--- src/rtl/rf_wb_arbiter.sv ---
// Register-file writeback arbiter: single-cycle source A vs buffered long-latency
// source B, with anti-starvation and a one-bit-per-register pending-write scoreboard.

package rf_wb_pkg;
  localparam int unsigned REG_AW = 5;
  localparam int unsigned DATA_W = 32;
  localparam int unsigned NREGS  = 32;

  typedef struct packed {
    logic [REG_AW-1:0] addr;
    logic [DATA_W-1:0] data;
  } wb_entry_t;
endpackage

module rf_wb_arbiter
  import rf_wb_pkg::*;
#(
  parameter int unsigned DEPTH      = 2,
  parameter int unsigned STARVE_MAX = 4
) (
  input  logic              clk,
  input  logic              rst_n,
  input  logic              a_valid,
  output logic              a_ready,
  input  logic [REG_AW-1:0] a_addr,
  input  logic [DATA_W-1:0] a_data,
  input  logic              b_valid,
  output logic              b_ready,
  input  logic [REG_AW-1:0] b_addr,
  input  logic [DATA_W-1:0] b_data,
  input  logic              issue_valid,
  input  logic [REG_AW-1:0] issue_rd,
  output logic [NREGS-1:0]  busy,
  output logic              rf_we,
  output logic [REG_AW-1:0] rf_addr,
  output logic [DATA_W-1:0] rf_wd
);

  localparam int unsigned PTR_W = (DEPTH > 1) ? $clog2(DEPTH) : 1;
  localparam int unsigned CNT_W = $clog2(DEPTH + 1);
  localparam int unsigned STV_W = $clog2(STARVE_MAX + 1);

  wb_entry_t          mem [DEPTH];
  logic [PTR_W-1:0]   wr_ptr_q, wr_ptr_d;
  logic [PTR_W-1:0]   rd_ptr_q, rd_ptr_d;
  logic [CNT_W-1:0]   count_q, count_d;
  logic [STV_W-1:0]   starve_q, starve_d;
  logic [NREGS-1:0]   busy_q, busy_d;
  logic               rf_we_d;
  wb_entry_t          win_entry;
  wb_entry_t          head;
  logic               fifo_empty;
  logic               a_win;
  logic               b_win;
  logic               push;
  logic               pop;
  logic [NREGS-1:0]   set_vec;
  logic [NREGS-1:0]   clr_vec;

  // Handshakes depend only on registered state, never on the valids.
  always_comb begin
    a_ready = (starve_q != STV_W'(STARVE_MAX));
    b_ready = (count_q < CNT_W'(DEPTH));
  end

  // Winner selection: A first unless B has been starved for STARVE_MAX cycles.
  always_comb begin
    fifo_empty = (count_q == '0);
    head       = mem[rd_ptr_q];
    a_win      = a_valid && a_ready;
    b_win      = !a_win && !fifo_empty;
    push       = b_valid && b_ready;
    pop        = b_win;
    win_entry  = head;
    if (a_win) begin
      win_entry.addr = a_addr;
      win_entry.data = a_data;
    end
    // x0 writes still handshake and pop, but never reach the register file.
    rf_we_d = (a_win || b_win) && (win_entry.addr != '0);
  end

  // FIFO bookkeeping; b_ready guarantees no push when full, b_win no pop when empty.
  always_comb begin
    wr_ptr_d = wr_ptr_q;
    rd_ptr_d = rd_ptr_q;
    count_d  = count_q;
    if (push) wr_ptr_d = wr_ptr_q + PTR_W'(1);
    if (pop)  rd_ptr_d = rd_ptr_q + PTR_W'(1);
    case ({push, pop})
      2'b10:   count_d = count_q + CNT_W'(1);
      2'b01:   count_d = count_q - CNT_W'(1);
      default: count_d = count_q;
    endcase
  end

  always_comb begin
    starve_d = starve_q;
    if (fifo_empty || b_win) begin
      starve_d = '0;
    end else if (a_win) begin
      starve_d = starve_q + STV_W'(1);
    end
  end

  // Scoreboard: clear on B retirement, set on issue; set wins on collision.
  always_comb begin
    set_vec = '0;
    clr_vec = '0;
    if (issue_valid && (issue_rd != '0)) set_vec = NREGS'(1) << issue_rd;
    if (b_win)                           clr_vec = NREGS'(1) << head.addr;
    busy_d    = (busy_q & ~clr_vec) | set_vec;
    busy_d[0] = 1'b0;
  end

  // Storage array carries no reset; validity is tracked by count and pointers.
  always_ff @(posedge clk) begin
    if (push) begin
      mem[wr_ptr_q].addr <= b_addr;
      mem[wr_ptr_q].data <= b_data;
    end
  end

  always_ff @(posedge clk or negedge rst_n) begin
    if (!rst_n) begin
      wr_ptr_q <= '0;
      rd_ptr_q <= '0;
      count_q  <= '0;
      starve_q <= '0;
      busy_q   <= '0;
      rf_we    <= 1'b0;
      rf_addr  <= '0;
      rf_wd    <= '0;
    end else begin
      wr_ptr_q <= wr_ptr_d;
      rd_ptr_q <= rd_ptr_d;
      count_q  <= count_d;
      starve_q <= starve_d;
      busy_q   <= busy_d;
      rf_we    <= rf_we_d;
      if (a_win || b_win) begin
        rf_addr <= win_entry.addr;
        rf_wd   <= win_entry.data;
      end
    end
  end

  assign busy = busy_q;

endmodule

--- config.mk ---
export PLATFORM = sky130hd
export DESIGN_NAME = rf_wb_arbiter
export DESIGN_NICKNAME = d
export VERILOG_FILES = /design/src/rtl/rf_wb_arbiter.sv
export SDC_FILE = /design/constraint.sdc
export NUM_CORES = 1
export LEC_CHECK = 0
export CORE_ASPECT_RATIO = 0.9
export CORE_MARGIN = 3
export CORE_UTILIZATION = 34
export DETAILED_ROUTE_END_ITERATION = 6
export HOLD_SLACK_MARGIN = 0.08
export MAX_ROUTING_LAYER = met4
export PLACE_DENSITY = 0.61
export SKIP_LAST_GASP = 1
export SLEW_MARGIN = 20
export SYNTH_ARGS = -nofsm -noshare
export SYNTH_HDL_FRONTEND = slang
export SYNTH_SLANG_ARGS = --single-unit
export TNS_END_PERCENT = 100
--- constraint.sdc ---
create_clock -name clk -period 6.2 [get_ports clk]
set_input_delay 0.93 -clock clk [delete_from_list [all_inputs] [get_ports clk]]
set_output_delay 0.93 -clock clk [all_outputs]
set_load 0.01 [all_outputs]
==> metrics.md, run 1 <==
| Metric | Value |
|---|---|
| Critical-path top delay cell | or4_1 |
| Tot Pwr | 3.97 mW |
| # setup viols final | 0 |
| Chip height | 134 um |
| Max-Cap Viols | 0 |
| Min Tclk post-route | about 2.7 ns |
| Crit path cell chain | clkdlybuf4s50_1 -> a21boi_4 -> buf_4 -> or4_1 -> o31ai_1 -> o21ai_1 |
| Syn nets | 602 |
| Routed len/inst | 16.6 um |
| Status | finished, final reports clean |
| Drt pass-1 iters | 5 |
| Fin crit share | 43.3% |
| Clk_lat worst skew | 0.42 ns |
| CTS resizes | 0 |
| Netlist cell types | 43 |
| Num ports | 156 |
| Routed vias/inst | about 5 |
| Number of synthesized flops with an enable pin | 74 |
| Syn Inst Count | 515 |
| Hold crit path type | flop to flop |
| Post-layout util | 49.5% |
| CP max stage delay | 0.73 ns |
| Final Max Slew Viols | 0 |
| P&R area growth vs syn | 39.4% |
| Setup crit end kind | flop |
| Initial antenna violation count | 1 |
| Worst setup SP type | input pin |
| Row cnt | 45 |
| Async SR Flop Fraction | 50.7% |
| Largest area contributor in the netlist | edfxtp_1 |
| Global-route wire length before repair | 24,400 um |
| Initial core utilization | 35.5% |
| FF/Latch Area | roughly 4100 um2 |
| Slew HR | 35.3% |
| Die area | 19,700 um2 |
| Die width | between 100 and 150 um |
| Number of I/O port buffers | 154 |
| CP bufs+invs | 2 |
| Post-CTS Setup Inserts | 0 |
| Post-CTS Hold Buffers | 0 |
| Via count | 4,563 |
| Fillers | 1,541 |
| Yosys warns | 0 |
| GPL Wtd Cong | 0.833 |
| Leakage | 3.32 nW |
| Cts bufs inserted | 17 |
| Largest net degree at the start of global routing | 77 |
| Clk slew on worst S/H paths | 0.06 ns |
| GRT busiest layer | met2 |
| Root Buffer Master | clkbuf_16 |
| CP arrival | 2.97 ns |
| DRT iter0 DRCs | 348 |
| Multi-input logic area | between 1500 and 2000 um2 |
| TritonCTS Sinks | 150 |
| Worst VDD drop | 265 uV |
| Crit path kind | input pin to flop |
| Max Clk Rate | 372 MHz |
| Post-route DRC violation count | 0 |
| Seq/Total Area, Yosys | about two thirds |
| Total gr overflow | 0 |
| Area contributors post-synth | edfxtp_1 (36%), dfrtp_1 (31%), mux2i_1 (6.0%) |
| Clock Path Buffers | 2 |
| Clk_skew | about 0.0076 ns |
| Core Area | 17,300 um2 |
| CP required | 6.49 ns |
| Top-count cell post-synth | dfrtp_1 |
| H-tree depth | 4 |
| Total Routing Usage GR | 16.2% |
| Flop and latch count out of synthesis | 150 |
| Critical path peak fanout | 73 |
| Routed Wire Length | 15,200 um |
| TritonCTS clock tree | done |
| Post-Syn Area per Cell | 11.9 um2 |
| Power per cell area | 464 nW/um2 |
| Setup TNS | 0 ns |
| RSZ-0062 raised after global routing | no |
| Ratio of cells with drive above 1 in the final layout | 6.93% |
| Worst path top cell family by delay | simple AND/OR/NAND/NOR gates |
| Vias in the first global route | 4,693 |
| Ys flop type | dfrtp_1 |
| Layout Nets | 752 |
| DP HPWL | between 10,000 and 15,000 um |
| Commonest cells post-synth | dfrtp_1 (76), edfxtp_1 (74), o21ai_0 (74) |
| Met3 Use GR | 6.50% |
| Grt met1 use | roughly a fifth |
| M2 GR Usage | between 20% and 30% |
| Cell area after synthesis | 6140 um2 |
| Top cell type's share of synthesized area | 36.2% |
| Fin. Hold Viols | 0 |
| Worst-margin pin slew | approximately 0.97 ns |
| Final ANT Viol Nets | 0 |
==> sequential cells by signal, summed over array words and instances (netlist names) <==
signal,cells
mem,74
count_q,2
rf_wd,32
wr_ptr_q,1
starve_q,3
busy,31
rd_ptr_q,1
rf_addr,5
rf_we,1
==> cells in the final DEF (no fill, tap or decap), types with 5 or more instances in the layout <==
| cell type | Yosys | layout |
|---|---|---|
| clkbuf_16 | 0 | 17 |
| a21oi_1 | 39 | 39 |
| xnor2_1 | 5 | 5 |
| nor2b_1 | 6 | 6 |
| o31ai_1 | 9 | 9 |
| nand3_1 | 7 | 7 |
| mux2i_1 | 37 | 37 |
| inv_1 | 5 | 5 |
| edfxtp_1 | 74 | 74 |
| dfrtp_1 | 76 | 75 |
| clkdlybuf4s50_1 | 0 | 153 |
| o21ai_0 | 74 | 74 |
| nor2_1 | 44 | 42 |
| nand2_1 | 66 | 66 |
==> routing by layer <==
layer  vias up  routed length [um]
li1       2158                   -
met1      2187                6810
met2       201                6840
met3        17                1400
met4         0                 156
met5         -                   0
==> final cells by class <==
type | count | share of cell area [%]
inverter | 5 | 0.219
clock buffer | 18 | 5.01
sequential | 150 | 48.2
tap | 235 | 3.43
timing repair buffer | 158 | 18.6
antenna | 1 | 0.0292
clock inverter | 14 | 2.32
multi-input combinational | 333 | 22.3
==> power breakdown <==
| group | internal [mW] | total, mW | switching [mW] |
|---|---|---|---|
| Clock | 0.679 | 1.09 | 0.410 |
| Combinational | 0.654 | 1.36 | 0.707 |
| Sequential | 1.35 | 1.52 | 0.167 |
==> worst reg2reg max path: cells and delay by family, from the launching register on <==
| kind | cells | cell delay, ns |
|---|---|---|
| and+or+nand+nor | 1 | 0.69 |
| buffers and inverters | 1 | 0.61 |
| AOI/OAI and AO/OA | 2 | 0.43 |
| DFF | 1 | 0.35 |
| muxes | 1 | 0.34 |
==> through the flow <==
stage	instance area, um2	instances	setup WS [ns]	hold WS, ns
after floorplan	6140	515	3.17	0.443
after global placement	7910	880	3.19	0.456
after detailed placement	7910	880	3.08	0.462
after CTS	8530	912	3.52	0.470
after global routing	8560	914	3.40	0.491
final	8560	914	3.51	0.469
==> path summary, 6_finish.rpt <==
check                                   startpoint  slack (ns)                 endpoint  depth (start not counted)
setup / recovery                           a_valid        3.51       busy[16]$_DFF_PN0_                          6
hold / removal             starve_q[0]$_DFFE_PN0P_        0.47  starve_q[0]$_DFFE_PN0P_                          1
setup reg to reg              rd_ptr_q$_DFFE_PN0P_        3.64       busy[16]$_DFF_PN0_                          5
hold reg to reg            starve_q[0]$_DFFE_PN0P_        0.47  starve_q[0]$_DFFE_PN0P_                          1
max in group asynchronous                    rst_n        4.87     rd_ptr_q$_DFFE_PN0P_                          1
min in group asynchronous                    rst_n        0.67       busy[12]$_DFF_PN0_                          1
==> kinds of logic (layout without fill, tap and decap cells) <==
logic type                 after synthesis  count (layout)  synth area share (%)
and+or+nand+nor                        148             148                  10.7
muxes                                   38              38                  6.27
DFF                                    150             150                  67.1
adders and majority gates                3               3                 0.611
other                                    1               2                0.0611
xor gates and xnor gates                 6               6                 0.856
AOI/OAI and AO/OA                      137             137                  12.1
buffers and inverters                   32             195                  2.26
No activity file was read; power rests on OpenSTA's default activity.
==> inputs of run 2 (changes only) <==
--- a/config.mk
+++ b/config.mk
@@ -11,7 +11,7 @@
 export DETAILED_ROUTE_END_ITERATION = 6
 export HOLD_SLACK_MARGIN = 0.08
 export MAX_ROUTING_LAYER = met4
-export PLACE_DENSITY = 0.61
+export PLACE_DENSITY = 0.63
 export SKIP_LAST_GASP = 1
 export SLEW_MARGIN = 20
 export SYNTH_ARGS = -nofsm -noshare
==> constraint.sdc (replaced) <==
create_clock -name clk -period 2.35 [get_ports clk]
set_input_delay 0.3525 -clock clk [delete_from_list [all_inputs] [get_ports clk]]
set_output_delay 0.3525 -clock clk [all_outputs]
set_load 0.01 [all_outputs]
==> run 2 against run 1 <==
  * Register-to-register slack lost 3.4 ns
  * Sequential share of layout area shrank 0.19 points
  * Non-clock buffer count grew 5
  * Clock power grew 150%
  * Critical path depth is the same
  * Clock skew grew 0.0023 ns
  * First-iteration DRC count shrank 2.0%
  * Final area grew 0.39%
  * Worst setup slack lost 3.2 ns
  * Routed wire length grew 0.83%
  * Combinational power grew to 2.7 times the previous value
  * Largest cell class unchanged
==> metrics.md, run 2 (synthesis results as in run 1) <==
| Metric | Value |
|---|---|
| Initial core utilization | 35.5% (unchanged) |
| Routed vias/inst | 4.93 (was 4.99) |
| RSZ-0062 raised after global routing | no (unchanged) |
| Tot Pwr | 10.4 mW (was 3.97 mW) |
| Cts bufs inserted | 17 (unchanged) |
| CP required | 2.63 ns (was 6.49 ns) |
| Critical path peak fanout | 8 (was 73) |
| Crit path cell chain | inv_1 -> ha_1 -> a21boi_4 -> or4_1 -> o31ai_1 -> o21ai_0 (was clkdlybuf4s50_1 -> a21boi_4 -> buf_4 -> or4_1 -> o31ai_1 -> o21ai_1) |
| Power per cell area | 1210 nW/um2 (was 464 nW/um2) |
| Commonest non-fill, non-tap cells in the layout | clkdlybuf4s50_1 (153), dfrtp_1 (75), o21ai_0 (74), edfxtp_1 (74), nand2_1 (66) (unchanged) |
| Worst setup SP type | flop (was input pin) |
| Routed Wire Length | 15,300 um (was 15,200 um) |
| Number of I/O port buffers | 154 (unchanged) |
| Post-layout util | 49.7% (was 49.5%) |
| Reg2Reg Capture Point | busy[23]$_DFF_PN0_ (was busy[16]$_DFF_PN0_) |
| Crit path kind | flop to flop (was input pin to flop) |
| Die area | 19,700 um2 (unchanged) |
| Final Max Slew Viols | 0 (unchanged) |
| Worst path top cell family by delay | simple AND/OR/NAND/NOR gates (unchanged) |
| Leakage | 3.35 nW (was 3.32 nW) |
| Max-Cap Viols | 0 (unchanged) |
| Status | finished, final reports clean (unchanged) |
| Worst VDD drop | 559 uV (was 265 uV) |
| Drt pass-1 iters | 5 (unchanged) |
| Largest Register | mem (unchanged) |
| Internal reg-to-reg setup slack | 0.27 ns (was 3.64 ns) |
| Largest net degree at the start of global routing | 71 (was 77) |
| Clk_lat worst skew | 0.43 ns (was 0.42 ns) |
| Routed len/inst | 16.7 um (was 16.6 um) |
| Placed insts | 885 (was 880) |
| H-tree depth | 4 (unchanged) |
| Die width | 148 um (unchanged) |
| Crit path depth | 6 (unchanged) |
| # setup viols final | 0 (unchanged) |
| TritonCTS clock tree | done (unchanged) |
| Ratio of cells with drive above 1 in the final layout | 7.61% (was 6.93%) |
| P&R area growth vs syn | 40.0% (was 39.4%) |
| Max reg flops | 74 (unchanged) |
| Min Tclk post-route | between 2 and 2.5 ns |
| DRT iter0 DRCs | 341 (was 348) |
| Row cnt | 45 (unchanged) |
| Worst-margin pin slew | 0.638 ns (was 0.971 ns) |
| Slew HR | 57.4% (was 35.3%) |
| Setup crit end kind | flop (unchanged) |
| Fin crit share | 88.7% |
| RR Startpoint | starve_q[0]$_DFFE_PN0P_ (was rd_ptr_q$_DFFE_PN0P_) |
| Clk_skew | 0.00982 ns (was 0.00756 ns) |
| CP bufs+invs | 1 (was 2) |
| Crit path from | starve_q[0]$_DFFE_PN0P_ (was a_valid) |
| DP HPWL | 10,600 um (was 10,500 um) |
| Via count | 4,528 (was 4,563) |
| Num ports | 156 (unchanged) |
| Root Buffer Master | clkbuf_16 (unchanged) |
| Post-route DRC violation count | 0 (unchanged) |
| Core Area | 17,300 um2 (unchanged) |
| Global-route wire length before repair | 24,800 um (was 24,400 um) |
| Final ANT Viol Nets | 0 (unchanged) |
| Most common cell after layout, fill and taps aside | clkdlybuf4s50_1 (unchanged) |
| Clock Path Buffers | 2 (unchanged) |
| Setup TNS | 0 ns (unchanged) |
| Fillers | 1,532 (was 1,541) |
| Hold crit path type | input pin to async pin (was flop to flop) |
| Total gr overflow | 0 (unchanged) |
| PnR worst setup slack | 0.266 ns (was 3.51 ns) |
| Min Hold Slack | 0.468 ns (was 0.469 ns) |
| # diodes | 0 (was 1) |
| CP max stage delay | 0.67 ns (was 0.73 ns) |
| Clk slew on worst S/H paths | 0.06 ns (about the same) |
| Fin. Hold Viols | 0 (unchanged) |
| Area of placed instances | 7990 um2 (was 7910 um2) |
| Final std cell area, no fill | 8600 um2 (was 8560 um2) |
| Finished Layout Cells | 918 (was 914) |
| Chip height | 134 um (unchanged) |
| CP arrival | 2.36 ns (was 2.97 ns) |
| GPL Wtd Cong | 0.805 (was 0.833) |
| Initial antenna violation count | 0 (was 1) |
| Worst r2r path cells | 6 (was 5) |
| TritonCTS Sinks | 150 (unchanged) |
| Place WS | 0.176 ns (was 3.08 ns) |
| Max Clk Rate | ~480 MHz |
| Post-CTS Setup Inserts | 0 (unchanged) |
| Total Routing Usage GR | 16.5% (was 16.2%) |
| Vias in the first global route | 4,748 (was 4,693) |
| Layout Nets | 757 (was 752) |
| Critical-path top delay cell | or4_1 (unchanged) |
==> run 2: changes by cell type in the layout (fill, tap and decap cells not counted), sizes merged <==
cell | previous run | this run
buf | 5 | 9
clkinvlp | 3 | 0
bufinv | 4 | 2
inv | 9 | 11
clkinv | 3 | 7
dlygate4sd3 | 0 | 1
clkbuf | 18 | 17
diode | 1 | 0
==> run 2: how the worst max path moves through the flow <==
stage                               end  slack, ns
finish               busy[23]$_DFF_PN0_       0.27
global route                    a_ready       0.17
CTS                             a_ready       0.25
detailed placement   busy[20]$_DFF_PN0_       0.18
global placement     busy[23]$_DFF_PN0_       0.23
floorplan           mem[0][0]$_DFFE_PP_       0.32
==> run 2: cell type report <==
cell class	instances	area [um2]	share of cell area, %
tap	235	294	3.42
inverter	5	18.8	0.218
clock buffer	17	425	4.95
sequential	150	4130	48.0
timing repair buffer	163	1660	19.3
multi-input combinational	333	1910	22.2
clock inverter	15	169	1.96
==> run 2: report_power, final <==
group	leakage (nW)	switching (mW)	internal, mW	total (mW)
logic	1.46	1.85	1.78	3.63
registers	1.59	0.446	3.57	4.02
clock network	0.295	1.13	1.59	2.72
total	3.35	3.43	6.94	10.4
==> run 2: repair_timing <==
action / 4_1_cts / 5_1_grt
gates resized for setup: 0 / 0
hold buffers: 1 / 0
hold endpoints to repair: 39 / 0
==> run 2: routing by layer <==
layer	vias to the layer above	share of wire [%]	track usage [%]
met2	178	48	26.5
met5	-	0	-
met3	16	8.9	5.99
li1	2171	-	-
met4	0	1.2	4.81
met1	2163	42	19.7
